## config.mk

```make
export PLATFORM = sky130hd
export DESIGN_NAME = alu_op_sequencer_flat
export DESIGN_NICKNAME = d
export VERILOG_FILES = /design/src/rtl/alu_pkg.sv /design/src/rtl/alu_op_sequencer_if.sv /design/src/rtl/alu_op_sequencer.sv /design/src/flat_wrapper.sv
export SDC_FILE = /design/constraint.sdc
export NUM_CORES = 1
export LEC_CHECK = 0
export CORE_MARGIN = 3
export CORE_UTILIZATION = 40
export DETAILED_ROUTE_END_ITERATION = 8
export HOLD_SLACK_MARGIN = 0.02
export PLACE_DENSITY = 0.77
export SETUP_SLACK_MARGIN = 0.5
export SYNTH_ARGS = -nofsm -noshare
export SYNTH_HDL_FRONTEND = slang
export SYNTH_SLANG_ARGS = --single-unit
export TNS_END_PERCENT = 100
```

## constraint.sdc

```tcl
create_clock -name clk -period 4.3 [get_ports clk]
set_input_delay 0.86 -clock clk [delete_from_list [all_inputs] [get_ports clk]]
set_output_delay 0.86 -clock clk [all_outputs]
set_load 0.01 [all_outputs]
```

## src/rtl/alu_pkg.sv

```systemverilog
// Shared definitions for the ALU issue path: opcode values, sequencer states, default width.
package alu_pkg;

    localparam int ALU_WIDTH = 32;

    typedef enum logic [2:0] {
        OP_CLR   = 3'b000,
        OP_MASK  = 3'b001,
        OP_ADD   = 3'b010,
        OP_SUB   = 3'b011,
        OP_OR    = 3'b100,
        OP_AND   = 3'b101,
        OP_XOR   = 3'b110,
        OP_STORE = 3'b111
    } alu_op_t;

    typedef enum logic [2:0] {
        IDLE,
        EXEC,
        WB,
        LOAD,
        DONE
    } seq_state_t;

endpackage

```

## src/rtl/alu_op_sequencer_if.sv

```systemverilog
// Instruction issue handshake between an issuer (master) and the ALU op sequencer (slave).
interface alu_op_sequencer_if
    import alu_pkg::*;
#(
    parameter int WIDTH = ALU_WIDTH
);
    logic             instr_valid;
    logic             instr_ready;
    logic [2:0]       instr_op;
    logic             instr_load;
    logic [WIDTH-1:0] instr_operand;

    modport master (
        output instr_valid,
        output instr_op,
        output instr_load,
        output instr_operand,
        input  instr_ready
    );

    modport slave (
        input  instr_valid,
        input  instr_op,
        input  instr_load,
        input  instr_operand,
        output instr_ready
    );
endinterface

```

## src/rtl/alu_op_sequencer.sv

```systemverilog
// Issue-side sequencer for the 3-bit-opcode ALU; owns the accumulator and writes ALU results back.
// Build option: define SEQ_PERF_CNT_EN to count completed instructions on perf_count.
module alu_op_sequencer
    import alu_pkg::*;
#(
    parameter int               WIDTH     = ALU_WIDTH,
    parameter int               MASK_WAIT = 2,
    parameter logic [WIDTH-1:0] ACC_RST   = '0
) (
    input  logic              clk,
    input  logic              rst,
    alu_op_sequencer_if.slave instr,
    output logic              alu_start,
    output logic [2:0]        alu_opcode,
    output logic [WIDTH-1:0]  alu_acout,
    output logic [WIDTH-1:0]  alu_b,
    input  logic [WIDTH-1:0]  alu_result,
    output logic [WIDTH-1:0]  acc,
    output logic              result_valid,
    output logic [WIDTH-1:0]  result_data,
    output logic              busy,
    output logic [15:0]       perf_count
);

    localparam int CW = (MASK_WAIT > 1) ? $clog2(MASK_WAIT + 1) : 1;

    seq_state_t    state;
    logic [CW-1:0] cnt;

    assign instr.instr_ready = (state == IDLE) && !rst;
    assign busy              = (state != IDLE);
    assign alu_acout         = acc;

    // alu_opcode/alu_b double as the held copy of the accepted op and operand.
    always_ff @(posedge clk or posedge rst) begin
        if (rst) begin
            state        <= IDLE;
            cnt          <= '0;
            acc          <= ACC_RST;
            alu_start    <= 1'b0;
            alu_opcode   <= '0;
            alu_b        <= '0;
            result_valid <= 1'b0;
            result_data  <= '0;
        end else begin
            result_valid <= 1'b0;
            case (state)
                IDLE: begin
                    if (instr.instr_valid) begin
                        alu_opcode <= instr.instr_op;
                        alu_b      <= instr.instr_operand;
                        if (instr.instr_load) begin
                            state <= LOAD;
                        end else if (instr.instr_op == OP_STORE) begin
                            state <= DONE;
                        end else begin
                            state     <= EXEC;
                            alu_start <= 1'b1;
                            cnt       <= (instr.instr_op == OP_MASK) ? CW'(MASK_WAIT) : CW'(1);
                        end
                    end
                end
                EXEC: begin
                    cnt <= cnt - CW'(1);
                    if (cnt == CW'(1)) begin
                        state     <= WB;
                        alu_start <= 1'b0;
                    end
                end
                WB: begin
                    acc          <= alu_result;
                    result_data  <= alu_result;
                    result_valid <= 1'b1;
                    state        <= IDLE;
                end
                LOAD: begin
                    acc          <= alu_b;
                    result_data  <= alu_b;
                    result_valid <= 1'b1;
                    state        <= IDLE;
                end
                DONE: begin
                    result_data  <= acc;
                    result_valid <= 1'b1;
                    state        <= IDLE;
                end
                default: state <= IDLE;
            endcase
        end
    end

`ifdef SEQ_PERF_CNT_EN
    always_ff @(posedge clk or posedge rst) begin
        if (rst) begin
            perf_count <= '0;
        end else if (result_valid) begin
            perf_count <= perf_count + 16'd1;
        end
    end
`else
    assign perf_count = '0;
`endif

endmodule
```

## src/flat_wrapper.sv

```systemverilog
// flat-port wrapper written by rule: the top's interface ports become plain ports
module alu_op_sequencer_flat import alu_pkg::*;
#(
    parameter int               WIDTH     = ALU_WIDTH,
    parameter int               MASK_WAIT = 2,
    parameter logic [WIDTH-1:0] ACC_RST   = '0
)
  (clk, rst, alu_start, alu_opcode, alu_acout, alu_b, alu_result, acc, result_valid, result_data, busy, perf_count, instr_instr_valid, instr_instr_op, instr_instr_load, instr_instr_operand, instr_instr_ready);
  alu_op_sequencer_if #(.WIDTH(WIDTH)) instr_i ();
  input  logic clk;
  input  logic rst;
  output logic alu_start;
  output logic [2:0] alu_opcode;
  output logic [WIDTH-1:0] alu_acout;
  output logic [WIDTH-1:0] alu_b;
  input  logic [WIDTH-1:0] alu_result;
  output logic [WIDTH-1:0] acc;
  output logic result_valid;
  output logic [WIDTH-1:0] result_data;
  output logic busy;
  output logic [15:0] perf_count;
  input wire logic [$bits(instr_i.instr_valid)-1:0] instr_instr_valid;
  input wire logic [$bits(instr_i.instr_op)-1:0] instr_instr_op;
  input wire logic [$bits(instr_i.instr_load)-1:0] instr_instr_load;
  input wire logic [$bits(instr_i.instr_operand)-1:0] instr_instr_operand;
  output wire logic [$bits(instr_i.instr_ready)-1:0] instr_instr_ready;
  assign instr_i.instr_valid = instr_instr_valid;
  assign instr_i.instr_op = instr_instr_op;
  assign instr_i.instr_load = instr_instr_load;
  assign instr_i.instr_operand = instr_instr_operand;
  assign instr_instr_ready = instr_i.instr_ready;
  alu_op_sequencer #(.WIDTH(WIDTH), .MASK_WAIT(MASK_WAIT), .ACC_RST(ACC_RST)) u_core (.clk(clk), .rst(rst), .instr(instr_i), .alu_start(alu_start), .alu_opcode(alu_opcode), .alu_acout(alu_acout), .alu_b(alu_b), .alu_result(alu_result), .acc(acc), .result_valid(result_valid), .result_data(result_data), .busy(busy), .perf_count(perf_count));
endmodule
```

==> impl_results.md <==
- Setup Buffers After CTS: 0
- Status: finished, final reports clean
- Fillcell total: 961
- Max Cap Violations: 0
- Syn Area/Cell: 13.0 sq um
- Clock latency on the worst-skew pair: 0.33 ns
- Antenna cells: 0
- Worst Skew: approximately 0.008 ns
- Cell Area, Synth: 0.00481 sq mm
- Nets: 606
- Post-Route Setup TNS: 0 ns
- Max Clk Rate: around 350 MHz
- CP Max Fanout: 23
- GRT overflow: 0
- Layout cells sized above 1: roughly 16%
- Total CTS buffers: 9
- HP Class: flop to flop
- Vias: 3,539
- H-tree Lvls: 3
- Register share of total power: about a third
- Max-slew headroom: between 40 and 50%
- Hpwl dp: about 8600 microns
- Synth unique cells: 33
- Drt first-iter violations: ~150
- EDFF count, synth: 0
- Initial Util: 41.6%
- Die area: 0.0134 sq mm
- Final hold viol count: 0
- Number of vias per cell: 5.19
- DIE HEIGHT: about 120 microns
- Clock power share: ~15%
- Worst Setup Start Kind: flop
- Clock Tree Buf Depth: 2
- Final Power: 5.76 mW
- Maximum VDD drop: 0.450 mV
- CP Class: flop to primary output
- Cts repair resizes: 0
- FP Rows: 39
- Sw Share: between 30% and 40%
- Power Density: 828 mW/mm^2
- DRC: 0
- Pin count of the biggest net entering global routing: between 60 and 70
- First-pass GRT wire length: 18,400 microns
- Core Region: 0.0116 sq mm
- RSZ-0062 raised after global routing: no
- Largest stage delay, worst path: around 0.63 ns
- Routed WL: 11,800 microns
- Commonest non-fill, non-tap cell in the layout: clkdlybuf4s50_1
- I/O Pins: 222
- Most frequent cells in the layout: clkdlybuf4s50_1, dfrtp_1, mux2_2
- # hold bufs at CTS: 0
- Max-slew violation count: 0
- # setup viols final: 0
- Asr flop ratio synth: 100%
- RePlAce Congestion: 0.765
- Port Buf Inserts: between 200 and 250
- Die width: 116 microns
- Comb pwr share: between 50% and 60%
- CTS tree: built
- Critical path's slowest cell: dfrtp_2
- Worst endpoint required time: about 3.4 ns
- Switching power: between 1.5 and 2 mW
- Initial antenna violation count: 0
- R2r setup slk: 1.74 ns
- Crit-path cells: or3_1 > nor2_1 > clkdlybuf4s50_1
- Top cell family by delay on the critical path: flip-flops
- CTS Sinks: ~110
- Final Critical Period: between 2 and 3 ns
- Vias in the first global route: 3,598
- Detailed Routing Iterations Pass 1: 4
- Post-route ant nets: 0
- Register bit total from synthesis: ~110
- GRT Util Overall: 17.4%
- CTS clk-pin slew, worst paths: 0.07 ns
- Area Overhead vs Synth: 44.5%
- Routed length per instance: 17.3 microns
- Cells after Synth: 369
- Ys flop type: dfrtp_1
- P_int: 3.81 mW
- Final period util: between 60 and 70%
- Worst Tran Pin Value: around 0.78 ns
- Leakage: 2.82 nW
- Buffers & Inverters on Critical Path: 1
- Kind of end point of the critical path: primary output
- Sequential area share after synthesis: 55.1%
- CTS root buf: clkbuf_16
- Yosys warns: 0
- Data arrival, critical path: 2.04 ns
sequential cells by signal, summed over array words and instances, names as in the netlist:
name,cells
u_core.alu_b,32
u_core.result_data,32
u_core.result_valid,1
u_core.alu_start,1
u_core.cnt,2
u_core.acc,32
u_core.alu_opcode,3
u_core.state,3
cell usage after synthesis, types with 2 or more instances:
master    count  area [sq um]
buf_8         2          30.0
inv_1         2          7.51
o221a_1       8          90.1
a21oi_1       4          20.0
or3b_2        2          17.5
mux2_2       35           394
o221a_2      24           270
nor3b_1       2          15.0
mux2i_1      32           320
buf_4        51           383
o21a_1       32           240
nor2_1        2          7.51
nand2_1      32           120
buf_12        2          40.0
nor4b_1       2          17.5
buf_2        10          50.1
clkbuf_1      2          7.51
o21ai_0       2          10.0
buf_1         4          15.0
dfrtp_1     106          2650
final cells by class:
cell class	instances	area (sq um)	share of cell area (%)
Sequential cell	106	2650	38.2
Timing Repair Buffer	210	2100	30.2
Inverter	2	10.0	0.144
Tap cell	143	179	2.57
Multi-Input combinational cell	205	1690	24.3
Clock inverter	6	90.1	1.30
Clock buffer	10	229	3.29
cell families after synthesis:
group                      share of synthesized area [%]
DFF                                                 55.1
buffers and inverters                               11.1
adders and majority gates                          0.260
other                                             0.0779
and+or+nand+nor                                     4.84
AOI/OAI and AO/OA                                   13.8
muxes                                               14.8
power groups by stage:
stage | logic, mW | clock network [mW] | registers [mW]
floorplan | 1.49 | 0 | 2.08
global placement | 2.91 | 0 | 1.94
detailed placement | 2.96 | 0 | 1.98
CTS | 2.97 | 0.896 | 1.97
global route | 3.13 | 0.932 | 2.04
finish | 2.93 | 0.873 | 1.96
metrics by stage:
stage | hold WS (ns) | util (%) | std cells | worst slack [ns] | area (sq um)
after CTS | 0.492 | 60.1 | 682 | 1.38 | 6950
after global routing | 0.509 | 60.1 | 682 | 1.27 | 6950
after global placement | 0.463 | 57.4 | 666 | 1.45 | 6640
after detailed placement | 0.482 | 57.4 | 666 | 1.46 | 6640
after floorplan | 0.448 | - | 384 | 0.651 | 4870
final | 0.496 | 60.1 | 682 | 1.40 | 6950
metal layers:
layer	track usage (%)	up-vias	part of all wire (%)
met5	0	-	0
met4	5.96	0	1.8
met3	3.50	17	6.8
met2	30.0	159	50
met1	21.9	1761	41
li1	-	1602	-
worst register-to-register path: stages, from the launching register on:
cell and delay [ns]:
dfrtp_2 0.76, or3b_1 0.68, buf_4 0.38, nand2b_4 0.28, o221a_2 0.35
path summary, 6_finish.rpt:
path | from | cells past startpoint | to
worst max-delay path | u_core.state[0]$_DFFE_PP0P_ | 3 | instr_instr_ready
worst min-delay path | u_core.cnt[0]$_DFFE_PP0P_ | 1 | u_core.cnt[0]$_DFFE_PP0P_
worst max register to register | u_core.state[0]$_DFFE_PP0P_ | 4 | u_core.result_data[17]$_DFFE_PP0P_
worst min register to register | u_core.cnt[0]$_DFFE_PP0P_ | 1 | u_core.cnt[0]$_DFFE_PP0P_
max in group asynchronous | rst | 3 | u_core.alu_b[12]$_DFFE_PP0P_
min in group asynchronous | rst | 2 | u_core.alu_opcode[2]$_DFFE_PP0P_
No activity file was read; power rests on OpenSTA's default activity.
